$ cat src/rtl/rv32i_pkg.sv
// Shared RV32I decode definitions: ALU op codes (also used by the ALU), opcodes, jump codes, decoded entry.
// No logic; imported by the decode/issue stage and its helpers.
// Backpressure: not applicable.
package rv32i_pkg;

   localparam logic [3:0] ALU_ADD   = 4'b0000;
   localparam logic [3:0] ALU_SUB   = 4'b0001;
   localparam logic [3:0] ALU_XOR   = 4'b0010;
   localparam logic [3:0] ALU_OR    = 4'b0011;
   localparam logic [3:0] ALU_AND   = 4'b0100;
   localparam logic [3:0] ALU_SLL   = 4'b0101;
   localparam logic [3:0] ALU_SRL   = 4'b0110;
   localparam logic [3:0] ALU_SRA   = 4'b0111;
   localparam logic [3:0] ALU_SLT   = 4'b1000;
   localparam logic [3:0] ALU_SLTU  = 4'b1001;
   localparam logic [3:0] ALU_LUI   = 4'b1010;
   localparam logic [3:0] ALU_AUIPC = 4'b1011;

   localparam logic [6:0] OPC_OP     = 7'b0110011;
   localparam logic [6:0] OPC_OP_IMM = 7'b0010011;
   localparam logic [6:0] OPC_LUI    = 7'b0110111;
   localparam logic [6:0] OPC_AUIPC  = 7'b0010111;
   localparam logic [6:0] OPC_JAL    = 7'b1101111;
   localparam logic [6:0] OPC_JALR   = 7'b1100111;
   localparam logic [6:0] OPC_BRANCH = 7'b1100011;
   localparam logic [6:0] OPC_LOAD   = 7'b0000011;
   localparam logic [6:0] OPC_STORE  = 7'b0100011;

   localparam logic [1:0] JMP_NONE   = 2'b00;
   localparam logic [1:0] JMP_JAL    = 2'b01;
   localparam logic [1:0] JMP_JALR   = 2'b10;
   localparam logic [1:0] JMP_BRANCH = 2'b11;

   typedef enum logic [2:0] {
      IMM_ZERO,
      IMM_I,
      IMM_S,
      IMM_B,
      IMM_U,
      IMM_J,
      IMM_SHAMT
   } imm_fmt_t;

   typedef struct packed {
      logic [31:0] pc;
      logic [3:0]  alu_control;
      logic [31:0] imm;
      logic        src2_is_imm;
      logic [1:0]  jump;
      logic [2:0]  funct3;
      logic [4:0]  rs1_addr;
      logic [4:0]  rs2_addr;
      logic [4:0]  rd_addr;
      logic        reg_write;
      logic        illegal;
   } dec_entry_t;

endpackage

$ cat src/rtl/fifo.sv
// Generic FIFO with synchronous flush; storage and pointers reset to zero.
// Latency: a pushed word is visible on pop_dat the edge after the push when empty.
// Backpressure: push_rdy is registered and low only while the FIFO holds DEPTH words.
module fifo #(
   parameter int WIDTH = 8,
   parameter int DEPTH = 2
) (
   input  logic             clk,
   input  logic             rst_n,
   input  logic             flush,
   input  logic             push_vld,
   output logic             push_rdy,
   input  logic [WIDTH-1:0] push_dat,
   output logic             pop_vld,
   input  logic             pop_rdy,
   output logic [WIDTH-1:0] pop_dat
);

   localparam int AW = (DEPTH > 1) ? $clog2(DEPTH) : 1;
   localparam int CW = $clog2(DEPTH + 1);
   localparam logic [CW-1:0] FULL    = CW'(DEPTH);
   localparam logic [AW-1:0] LAST_IX = AW'(DEPTH - 1);

   logic [WIDTH-1:0] mem_q [DEPTH];
   logic [AW-1:0]    wr_ptr_q, wr_ptr_d, rd_ptr_q, rd_ptr_d;
   logic [CW-1:0]    cnt_q, cnt_d;
   logic             rdy_q;
   logic             push, pop;

   function automatic logic [AW-1:0] next_ptr(input logic [AW-1:0] p);
      return (p == LAST_IX) ? '0 : p + 1'b1;
   endfunction

   assign push     = push_vld && rdy_q && !flush;
   assign pop      = (cnt_q != '0) && pop_rdy && !flush;
   assign push_rdy = rdy_q;
   assign pop_vld  = (cnt_q != '0);
   assign pop_dat  = mem_q[rd_ptr_q];

   always_comb begin
      wr_ptr_d = wr_ptr_q;
      rd_ptr_d = rd_ptr_q;
      cnt_d    = cnt_q;
      if (flush) begin
         wr_ptr_d = '0;
         rd_ptr_d = '0;
         cnt_d    = '0;
      end else begin
         if (push) wr_ptr_d = next_ptr(wr_ptr_q);
         if (pop)  rd_ptr_d = next_ptr(rd_ptr_q);
         if (push && !pop)      cnt_d = cnt_q + 1'b1;
         else if (pop && !push) cnt_d = cnt_q - 1'b1;
      end
   end

   always_ff @(posedge clk or negedge rst_n) begin
      if (!rst_n) begin
         for (int i = 0; i < DEPTH; i++) mem_q[i] <= '0;
         wr_ptr_q <= '0;
         rd_ptr_q <= '0;
         cnt_q    <= '0;
         rdy_q    <= 1'b1;
      end else begin
         if (push) mem_q[wr_ptr_q] <= push_dat;
         wr_ptr_q <= wr_ptr_d;
         rd_ptr_q <= rd_ptr_d;
         cnt_q    <= cnt_d;
         rdy_q    <= (cnt_d != FULL);
      end
   end

endmodule

$ cat src/rtl/rv32i_imm_gen.sv
// Immediate generator for I/S/B/U/J/shamt formats; sign-extends from instr[31] except U and shamt.
// Purely combinational, zero latency; no backpressure.
module rv32i_imm_gen
   import rv32i_pkg::*;
(
   input  logic [31:7] instr_i,
   input  logic [2:0]  fmt_i,
   output logic [31:0] imm_o
);

   imm_fmt_t fmt;
   assign fmt = imm_fmt_t'(fmt_i);

   always_comb begin
      imm_o = '0;
      case (fmt)
         IMM_I:     imm_o = {{20{instr_i[31]}}, instr_i[31:20]};
         IMM_S:     imm_o = {{20{instr_i[31]}}, instr_i[31:25], instr_i[11:7]};
         IMM_B:     imm_o = {{19{instr_i[31]}}, instr_i[31], instr_i[7], instr_i[30:25],
                             instr_i[11:8], 1'b0};
         IMM_U:     imm_o = {instr_i[31:12], 12'b0};
         IMM_J:     imm_o = {{11{instr_i[31]}}, instr_i[31], instr_i[19:12], instr_i[20],
                             instr_i[30:21], 1'b0};
         IMM_SHAMT: imm_o = {27'b0, instr_i[24:20]};
         default:   imm_o = '0;
      endcase
   end

endmodule

$ cat src/rtl/rv32i_decode_issue.sv
// RV32I decode/issue: decodes fetched words into ALU control and queues them in a 2-entry skid buffer.
// Latency: accepted at edge N, visible on out_* after edge N; in_ready is registered (low when 2 held).
// Backpressure: out_* hold while out_valid && !out_ready. Optional ISSUE_PERF_CNT_EN adds issue/stall counters.
module rv32i_decode_issue
   import rv32i_pkg::*;
#(
   parameter int XLEN = 32
) (
   input  logic            clk,
   input  logic            rst_n,
   input  logic            flush,
   input  logic            in_valid,
   output logic            in_ready,
   input  logic [31:0]     in_instr,
   input  logic [XLEN-1:0] in_pc,
   output logic            out_valid,
   input  logic            out_ready,
   output logic [XLEN-1:0] out_pc,
   output logic [3:0]      out_alu_control,
   output logic [XLEN-1:0] out_imm,
   output logic            out_src2_is_imm,
   output logic [1:0]      out_jump,
   output logic [2:0]      out_funct3,
   output logic [4:0]      out_rs1_addr,
   output logic [4:0]      out_rs2_addr,
   output logic [4:0]      out_rd_addr,
   output logic            out_reg_write,
`ifdef ISSUE_PERF_CNT_EN
   output logic [31:0]     issued_count,
   output logic [31:0]     stall_count,
`endif
   output logic            out_illegal
);

   logic [6:0]  opcode;
   logic [2:0]  funct3;
   logic [6:0]  funct7;
   logic [3:0]  alu;
   logic        src2_imm;
   logic [1:0]  jump;
   logic        reg_wr;
   logic        illegal;
   imm_fmt_t    fmt;
   logic [31:0] imm;
   dec_entry_t  entry_in, entry_out;

   assign opcode = in_instr[6:0];
   assign funct3 = in_instr[14:12];
   assign funct7 = in_instr[31:25];

   always_comb begin
      alu      = ALU_ADD;
      src2_imm = 1'b0;
      jump     = JMP_NONE;
      reg_wr   = 1'b0;
      illegal  = 1'b0;
      fmt      = IMM_ZERO;
      case (opcode)
         OPC_OP: begin
            reg_wr = 1'b1;
            case (funct3)
               3'b000:  alu = funct7[5] ? ALU_SUB : ALU_ADD;
               3'b001:  alu = ALU_SLL;
               3'b010:  alu = ALU_SLT;
               3'b011:  alu = ALU_SLTU;
               3'b100:  alu = ALU_XOR;
               3'b101:  alu = funct7[5] ? ALU_SRA : ALU_SRL;
               3'b110:  alu = ALU_OR;
               default: alu = ALU_AND;
            endcase
         end
         OPC_OP_IMM: begin
            reg_wr   = 1'b1;
            src2_imm = 1'b1;
            fmt      = IMM_I;
            case (funct3)
               3'b000:  alu = ALU_ADD;
               3'b010:  alu = ALU_SLT;
               3'b011:  alu = ALU_SLTU;
               3'b100:  alu = ALU_XOR;
               3'b110:  alu = ALU_OR;
               3'b111:  alu = ALU_AND;
               3'b001: begin
                  alu     = ALU_SLL;
                  fmt     = IMM_SHAMT;
                  illegal = (funct7 != 7'b0000000);
               end
               default: begin
                  fmt     = IMM_SHAMT;
                  alu     = funct7[5] ? ALU_SRA : ALU_SRL;
                  illegal = (funct7 != 7'b0000000) && (funct7 != 7'b0100000);
               end
            endcase
         end
         OPC_LUI: begin
            alu = ALU_LUI;   src2_imm = 1'b1; reg_wr = 1'b1; fmt = IMM_U;
         end
         OPC_AUIPC: begin
            alu = ALU_AUIPC; src2_imm = 1'b1; reg_wr = 1'b1; fmt = IMM_U;
         end
         OPC_JAL: begin
            jump = JMP_JAL;  reg_wr = 1'b1; fmt = IMM_J;
         end
         OPC_JALR: begin
            jump = JMP_JALR; reg_wr = 1'b1; src2_imm = 1'b1; fmt = IMM_I;
         end
         OPC_BRANCH: begin
            jump = JMP_BRANCH;
            fmt  = IMM_B;
            case (funct3[2:1])
               2'b00:   alu = ALU_SUB;
               2'b10:   alu = ALU_SLT;
               2'b11:   alu = ALU_SLTU;
               default: illegal = 1'b1;
            endcase
         end
         OPC_LOAD: begin
            src2_imm = 1'b1; reg_wr = 1'b1; fmt = IMM_I;
         end
         OPC_STORE: begin
            src2_imm = 1'b1; fmt = IMM_S;
         end
         default: illegal = 1'b1;
      endcase
      // Any unsupported encoding issues as an inert ADD so execute never acts on it.
      if (illegal) begin
         alu      = ALU_ADD;
         src2_imm = 1'b0;
         jump     = JMP_NONE;
         reg_wr   = 1'b0;
         fmt      = IMM_ZERO;
      end
      if (in_instr[11:7] == 5'd0) reg_wr = 1'b0;
   end

   rv32i_imm_gen u_imm_gen (
      .instr_i (in_instr[31:7]),
      .fmt_i   (fmt),
      .imm_o   (imm)
   );

   assign entry_in = '{
      pc:          in_pc,
      alu_control: alu,
      imm:         imm,
      src2_is_imm: src2_imm,
      jump:        jump,
      funct3:      funct3,
      rs1_addr:    in_instr[19:15],
      rs2_addr:    in_instr[24:20],
      rd_addr:     in_instr[11:7],
      reg_write:   reg_wr,
      illegal:     illegal
   };

   fifo #(
      .WIDTH ($bits(dec_entry_t)),
      .DEPTH (2)
   ) u_skid (
      .clk      (clk),
      .rst_n    (rst_n),
      .flush    (flush),
      .push_vld (in_valid),
      .push_rdy (in_ready),
      .push_dat (entry_in),
      .pop_vld  (out_valid),
      .pop_rdy  (out_ready),
      .pop_dat  (entry_out)
   );

   assign out_pc          = entry_out.pc;
   assign out_alu_control = entry_out.alu_control;
   assign out_imm         = entry_out.imm;
   assign out_src2_is_imm = entry_out.src2_is_imm;
   assign out_jump        = entry_out.jump;
   assign out_funct3      = entry_out.funct3;
   assign out_rs1_addr    = entry_out.rs1_addr;
   assign out_rs2_addr    = entry_out.rs2_addr;
   assign out_rd_addr     = entry_out.rd_addr;
   assign out_reg_write   = entry_out.reg_write;
   assign out_illegal     = entry_out.illegal;

`ifdef ISSUE_PERF_CNT_EN
   logic [31:0] issued_q, stall_q;

   always_ff @(posedge clk or negedge rst_n) begin
      if (!rst_n) begin
         issued_q <= '0;
         stall_q  <= '0;
      end else begin
         if (out_valid && out_ready && !flush) issued_q <= issued_q + 32'd1;
         if (out_valid && !out_ready)          stall_q  <= stall_q + 32'd1;
      end
   end

   assign issued_count = issued_q;
   assign stall_count  = stall_q;
`endif

endmodule
$ cat config.mk
export PLATFORM = sky130hd
export DESIGN_NAME = rv32i_decode_issue
export DESIGN_NICKNAME = d
export VERILOG_FILES = /design/src/rtl/rv32i_pkg.sv /design/src/rtl/fifo.sv /design/src/rtl/rv32i_imm_gen.sv /design/src/rtl/rv32i_decode_issue.sv
export SDC_FILE = /design/constraint.sdc
export NUM_CORES = 1
export LEC_CHECK = 0
export ABC_AREA = 0
export ABC_CLOCK_PERIOD_IN_PS = 2300
export CAP_MARGIN = 20
export CORE_MARGIN = 2
export CORE_UTILIZATION = 53
export CTS_CLUSTER_SIZE = 24
export DETAILED_ROUTE_END_ITERATION = 16
export HOLD_SLACK_MARGIN = 0.06
export PLACE_DENSITY = 0.87
export SLEW_MARGIN = 40
export SYNTH_ARGS = -nofsm -noshare
export SYNTH_HDL_FRONTEND = slang
export SYNTH_SLANG_ARGS = --single-unit
$ cat constraint.sdc
create_clock -name clk -period 2.3 [get_ports clk]
set_clock_uncertainty 0.15 [all_clocks]
set_input_delay 0.345 -clock clk [delete_from_list [all_inputs] [get_ports clk]]
set_output_delay 0.345 -clock clk [all_outputs]
set_load 0.02 [all_outputs]
Word-level counts from Yosys, hierarchy flattened
Index checks and enable logic that the tools add are counted.
{"block": "word_totals", "out_inout_bits": 93, "word_cells": 102, "inputBits": 69, "register_bits": 187}
{"block": "classes", "n_bitwise": 2, "eq_ne": 26, "add_sub_neg": 4, "n_mux": 36, "n_reduce_logical": 25, "order_cmp": 3}
{"op": "$mux W91", "count": 4}
{"op": "$pmux W32 S6", "count": 1}
{"op": "$bwmux W182", "count": 1}
{"op": "$demux W91 S1", "count": 1}
{"op": "$pmux W4 S7", "count": 2}
{"op": "$eq A3 B3 Y1 const B", "count": 7}
{"op": "$eq A7 B6 Y1 const B", "count": 3}
{"op": "$eq A7 B7 Y1 const B", "count": 3}
{"op": "$pmux W4 S5", "count": 1}
{"op": "$pmux W3 S6", "count": 1}
{"op": "$eq A7 B5 Y1 const B", "count": 2}
{"op": "$mux W1", "count": 14}
{"op": "$reduce_or A7 Y1", "count": 2}
{"op": "$eq A3 B2 Y1 const B", "count": 4}
{"op": "$pmux W4 S3", "count": 1}
{"op": "$reduce_or A6 Y1", "count": 2}
{"op": "$logic_and A1 B1 Y1", "count": 8}
{"op": "$mux W2", "count": 4}
{"op": "$eq A7 B2 Y1 const B", "count": 1}
{"op": "$ne A7 B6 Y1 const B", "count": 1}
{"op": "$reduce_bool A7 Y1", "count": 1}
{"op": "$eq A3 B1 Y1 const B", "count": 2}
{"op": "$mux W3", "count": 2}
{"op": "$pmux W2 S3", "count": 1}
{"op": "18 further kinds", "count": 27}

Logic depth before layout (Yosys ltp)
{"block": "logic_depth", "ltp_word": 8, "depth_mapped": 10, "depth_no_buf": 7}

Modules after synthesis
Synthesis repeated with hierarchy kept, for this count alone.
{"block": "hier_totals", "hier_cells": 666, "hier_area_um2": 9357.7}
{"module": "fifo", "cells_each": 515, "area_each_um2": 8343.0, "n_inst": 1, "seq_area_each_um2": 4680.7}
{"module": "rv32i_decode_issue", "cells_each": 84, "area_each_um2": 595.6, "n_inst": 1, "seq_area_each_um2": 0.0}
{"module": "rv32i_imm_gen", "cells_each": 67, "area_each_um2": 419.2, "n_inst": 1, "seq_area_each_um2": 0.0}

Worst setup path before layout
Ideal clock, no wire load.
{"block": "synth_timing", "kind": "in2reg", "start": "in in_instr[14]", "end": "reg u_skid.mem_q[21] in the netlist's numbering", "t_arrival_ps": 2094, "required_ps": 2046, "slack_ps": -47, "setup_time_ps": 104, "n_path_buf": 2, "path_stages": 9, "path_cell_list": "clkbuf_1 inv_1 ha_1 or3b_1 a221oi_2 or2_1 buf_6 nand2_8 o41ai_2"}
{"block": "synth_via", "elab_chain_len": 6, "word_cells_on_any_way": 17, "classes_between": "eq/ne (8); mux (5); reduce/logical (4)"}
{"item": "from (decl)", "line_no": "rv32i_decode_issue.sv:14", "text": "input logic [31:0] in_instr,"}
{"item": "$eq A3 B3 Y1, or another cell as far along", "line_no": "rv32i_decode_issue.sv:76", "text": "case (funct3)"}
{"item": "$reduce_or A6 Y1 (no line) / $reduce_or A3 Y1 (equally long branches)"}
{"item": "$pmux W1 S2 / $mux W1 (equally long branches)", "line_no": "rv32i_decode_issue.sv:76, rv32i_decode_issue.sv:110"}
{"item": "$pmux W1 S3 *", "line_no": "rv32i_decode_issue.sv:58", "text": "case (opcode)"}
{"item": "$mux W2 *", "line_no": "rv32i_decode_issue.sv:126", "text": "if (illegal) begin"}
{"item": "$bwmux W182 *", "line_no": "fifo.sv:64", "text": "if (push) mem_q[wr_ptr_q] <= push_dat;"}
{"item": "to (signal, indexed assignment)", "line_no": "fifo.sv:64"}
{"item": "to (decl)", "line_no": "fifo.sv:24", "text": "logic [WIDTH-1:0] mem_q [DEPTH];"}
Every way passes the cells marked *; elsewhere a longest branch is shown, timed or not.
A chain may end at the register's enable or synchronous reset.

Worst setup path in the final report
{"block": "layout_timing", "start": "reg u_skid.rd_ptr_q", "end": "out out_reg_write"}
{"block": "layout_via", "elab_chain_len": 4}
{"item": "from (decl)", "line_no": "fifo.sv:25", "text": "logic [AW-1:0] wr_ptr_q, wr_ptr_d, rd_ptr_q, rd_ptr_d;"}
{"item": "from (signal assigned)", "line_no": "fifo.sv:66", "text": "rd_ptr_q <= rd_ptr_d;"}
{"item": "$not A1 Y2 (not written as such)", "line_no": "fifo.sv:38", "text": "assign pop_dat = mem_q[rd_ptr_q];"}
{"item": "$mux W91 (not written as such) (3 in series)", "line_no": "fifo.sv:38"}
{"item": "to (decl)", "line_no": "rv32i_decode_issue.sv:27", "text": "output logic out_reg_write,"}
Every way passes these cells. The select of a mux whose other input is x is not followed.

==> flow_metrics.py <==
metrics = {
    "sta": {
        "drv_slew": 0,
        "worst_slew_pin_slew_ns": 0.661,
        "fmax_mhz": 442,
        "hold_slack_ns": 0.243,
        "min_period_ns": 2.26,
        "tns_ns": 0,
        "setup_ws_ns": 0.0370,
        "fin_crit_sh_pct": 98.4,
        "hold_violations": 0,
        "finalSetupViolations": 0,
        "rsz0062_at_grt": "yes",
        "slew_headroom_pct": 55.9,
    },
    "synthesis": {
        "synthXorXnorAreaFrac_pct": 0.389,
        "synthMuxAreaShare_pct": 11.6,
        "syn_nets": 1031,
        "synth_top_area_cell": "dfrtp_1",
        "ys_warn_count": 0,
        "syn_area_sq_um": 9010,
        "synthArstFlopShare_pct": 100,
        "synth_edf_count": 0,
        "yosys-top-cells-area": "dfrtp_1 (52%), nand2_1 (15%), mux2_2 (11%)",
        "postSynthCellCount": 958,
        "synth_top_family_by_area": "simple AND/OR/NAND/NOR gates",
        "synthDistinctLibCells": 62,
        "synth_top_area_share_pct": 51.7,
        "synth_compound_area_share_pct": 11.1,
        "postSynthAreaPerCell_sq_um": 9.40,
        "synth_seq_cells": 187,
        "ys.flop_type": "dfrtp_1",
        "synthSimpleGateAreaFrac_pct": 20.9,
        "synth-adder-area-share_pct": 0.555,
        "seq_area_frac_synth_pct": 52.0,
    },
    "final_layout": {
        "fin_area_sq_um": 11800,
        "final_util_pct": 70.9,
        "fillers": 1226,
        "multiInputGateArea_sq_um": 4060,
        "fin_nets": 1237,
        "regArea_sq_um": 4680,
        "areaGrowthSynthToFinish_pct": 30.6,
        "diodes": 0,
        "drive_above_1_share_pct": 27.3,
    },
    "power_and_ir_drop": {
        "power_density_nw_per_um2": 1220,
        "power_leakage_nw": 5.73,
        "peakVddDrop_mv": 0.768,
    },
    "routing": {
        "via_per_inst": 5.64,
        "num_vias": 7886,
        "drc_errors": 0,
        "drt_iter0_drc": 597,
        "first_pass_iters": 5,
        "wl_per_cell_um": 17.9,
        "routed_wl_um": 25000,
        "drtAntennaViolNets": 0,
    },
    "global_route": {
        "overflow": 0,
        "grt_max_degree": 64,
        "grt_pass1_vias": 8034,
        "antenna_found_initial": 0,
        "grt_pass1_wl_um": 40600,
        "track_usage_pct": 28.5,
    },
    "floorplan": {
        "die_area_sq_um": 18100,
        "core_sq_um": 16600,
        "die_w_um": 134,
        "initial_core_util_pct": 54.3,
        "fp-row-count": 47,
        "io_pins": 162,
        "die_height_um": 134,
    },
    "place": {
        "detailedPlace.worstSlack_ns": -0.466,
        "place_area_sq_um": 11400,
        "gp_congestion": 0.867,
        "hpwl_um": 16800,
        "port-buffer-count": 161,
    },
    "setup_path": {
        "end_kind": "primary output",
        "reg2regPathDepth": 5,
        "crit_arrival_ns": 1.77,
        "r2r-start": "u_skid.push_rdy",
        "r2r_slack_ns": 0.26,
        "critPathLaunchType": "flop",
        "crit_required_ns": 1.80,
        "reg2reg_to": "u_skid.mem_q[126]",
        "cp-startpoint": "u_skid.rd_ptr_q",
        "worstSetupPathType": "flop to primary output",
        "crit_fanout": 15,
    },
    "status": {
        "status": "finished clean",
    },
    "clock_network": {
        "cts.path.max_buffers": 2,
        "clkSlewWorstSetupHoldPaths_ns": 0.06,
        "clkLatencyLatePin_ns": 0.43,
        "clkSinkCount": 187,
        "cts_made_buffers": 17,
        "cts_tree": "yes",
        "clockRootBuffer": "clkbuf_16",
        "htree_levels": 4,
    },
    "flow_run": {
        "maxCapViolations": 0,
    },
    "worst_hold_path": {
        "hold_end": "u_skid.mem_q[110]",
        "hold_class": "input port to flop",
        "hold_path.startpoint": "in_instr[14]",
        "worstHoldPathCells": 4,
    },
}
## worst max-delay path: stages, from the launching register on
cell and delay (ns):
dfrtp_4 0.47, buf_12 0.17, mux2_2 0.37, dlygate4sd2_1 0.33
## through the flow
| stage | power (mW) | std cells |
|---|---|---|
| final | 14.4 | 1397 |
| after global placement | 11.8 | 1358 |
| after floorplan | 9.05 | 958 |
| after CTS | 14.5 | 1397 |
| after detailed placement | 12.1 | 1358 |
| after global routing | 15.2 | 1397 |
## synth_stat cells (2+ instances only)
cell,n
a21oi_1,21
o21a_1,2
buf_2,7
ha_1,4
o21ai_1,5
o31ai_1,7
o2111ai_1,3
nand2_1,353
clkbuf_1,47
or3_1,2
nor3_1,3
buf_1,5
xnor2_1,3
a31oi_1,33
o211ai_2,3
or3b_1,2
o21ai_0,36
nor2_1,57
nand3_2,2
nor4_1,3
inv_1,9
and3_1,2
a211oi_1,2
buf_6,5
dfrtp_1,186
nor2b_1,2
nand3_1,4
and2_1,4
o21ai_2,9
mux2_2,91
o41ai_2,6
nand3b_1,4
a21oi_2,2
nand2b_1,5
mux2i_1,2
## registers in the layout, summed over array words and instances, names as in the netlist
register and cells:
u_skid.wr_ptr_q 1, u_skid.mem_q 182, u_skid.cnt_q 2, u_skid.rd_ptr_q 1
u_skid.push_rdy 1
## cells by family after synthesis
group / after synthesis
AOI/OAI and AO/OA: 141
xor gates and xnor gates: 4
adders and majority gates: 4
buffers and inverters: 73
DFF: 187
muxes: 93
and+or+nand+nor: 456
## cells in the final DEF, fill, tap and decap left out, types with 3 or more instances in the layout
cell / count
nand2_1: 353
dfrtp_1: 185
mux2_2: 90
buf_4: 73
clkdlybuf4s50_1: 66
buf_2: 65
nor2_1: 57
a31oi_1: 33
o21ai_0: 31
a21oi_1: 21
clkbuf_16: 17
dlygate4sd2_1: 16
buf_12: 13
o21ai_1: 10
inv_1: 9
o21ai_2: 9
o31ai_1: 7
o41ai_2: 6
nand2b_1: 5
buf_6: 5
nand3b_1: 4
nand3_1: 4
and2_1: 4
ha_1: 4
inv_6: 4
clkdlybuf4s15_1: 4
xnor2_1: 3
nor4_1: 3
nor3_1: 3
o2111ai_1: 3
o211ai_4: 3
clkinv_2: 3
dlymetal6s2s_1: 3
clkbuf_2: 3
## timing repair
item | 4_1_cts | 5_1_grt
gates cloned | 2 | 1
resized for setup | 291 | 36
hold buffers | 1 | 0
pin swaps | 0 | 5
endpoints found under the hold margin | 53 | 0
setup buffers | 4 | 0
setup endpoints to repair | 92 | 89
## area by class of cell
class | count | share of cell area [%]
clock buffers | 20 | 3.88
inverters | 9 | 0.287
multi-input cells | 699 | 34.5
flip-flops and latches | 187 | 39.8
repair buffers | 250 | 18.0
well taps | 220 | 2.34
clock inverters | 12 | 1.15
## per-layer routing
layer | track usage (%) | up-vias | share of wire (%)
met4 | 9.82 | 0 | 2.2
li1 | - | 3621 | -
met3 | 7.63 | 53 | 7.4
met2 | 47.2 | 317 | 50
met1 | 36.4 | 3895 | 41
met5 | 0 | - | 0
## worst max path at each step
stage / to / slack (ns)
global placement: u_skid.mem_q[29] / -0.40
detailed placement: u_skid.mem_q[29] / -0.47
finish: out_reg_write / 0.04
global route: u_skid.mem_q[28] / -0.01
CTS: out_pc[27] / -0.08
floorplan: u_skid.mem_q[21] / 0.05
## report_power, final
group / internal (mW) / switching [mW] / total, mW / leakage (nW)
registers: 4.62 / 0.732 / 5.35 / 2.35
clock network: 1.67 / 1.29 / 2.96 / 0.292
logic: 2.62 / 3.48 / 6.09 / 3.09
total: 8.91 / 5.50 / 14.4 / 5.73
Note: power is estimated with default switching activity, not from simulation.
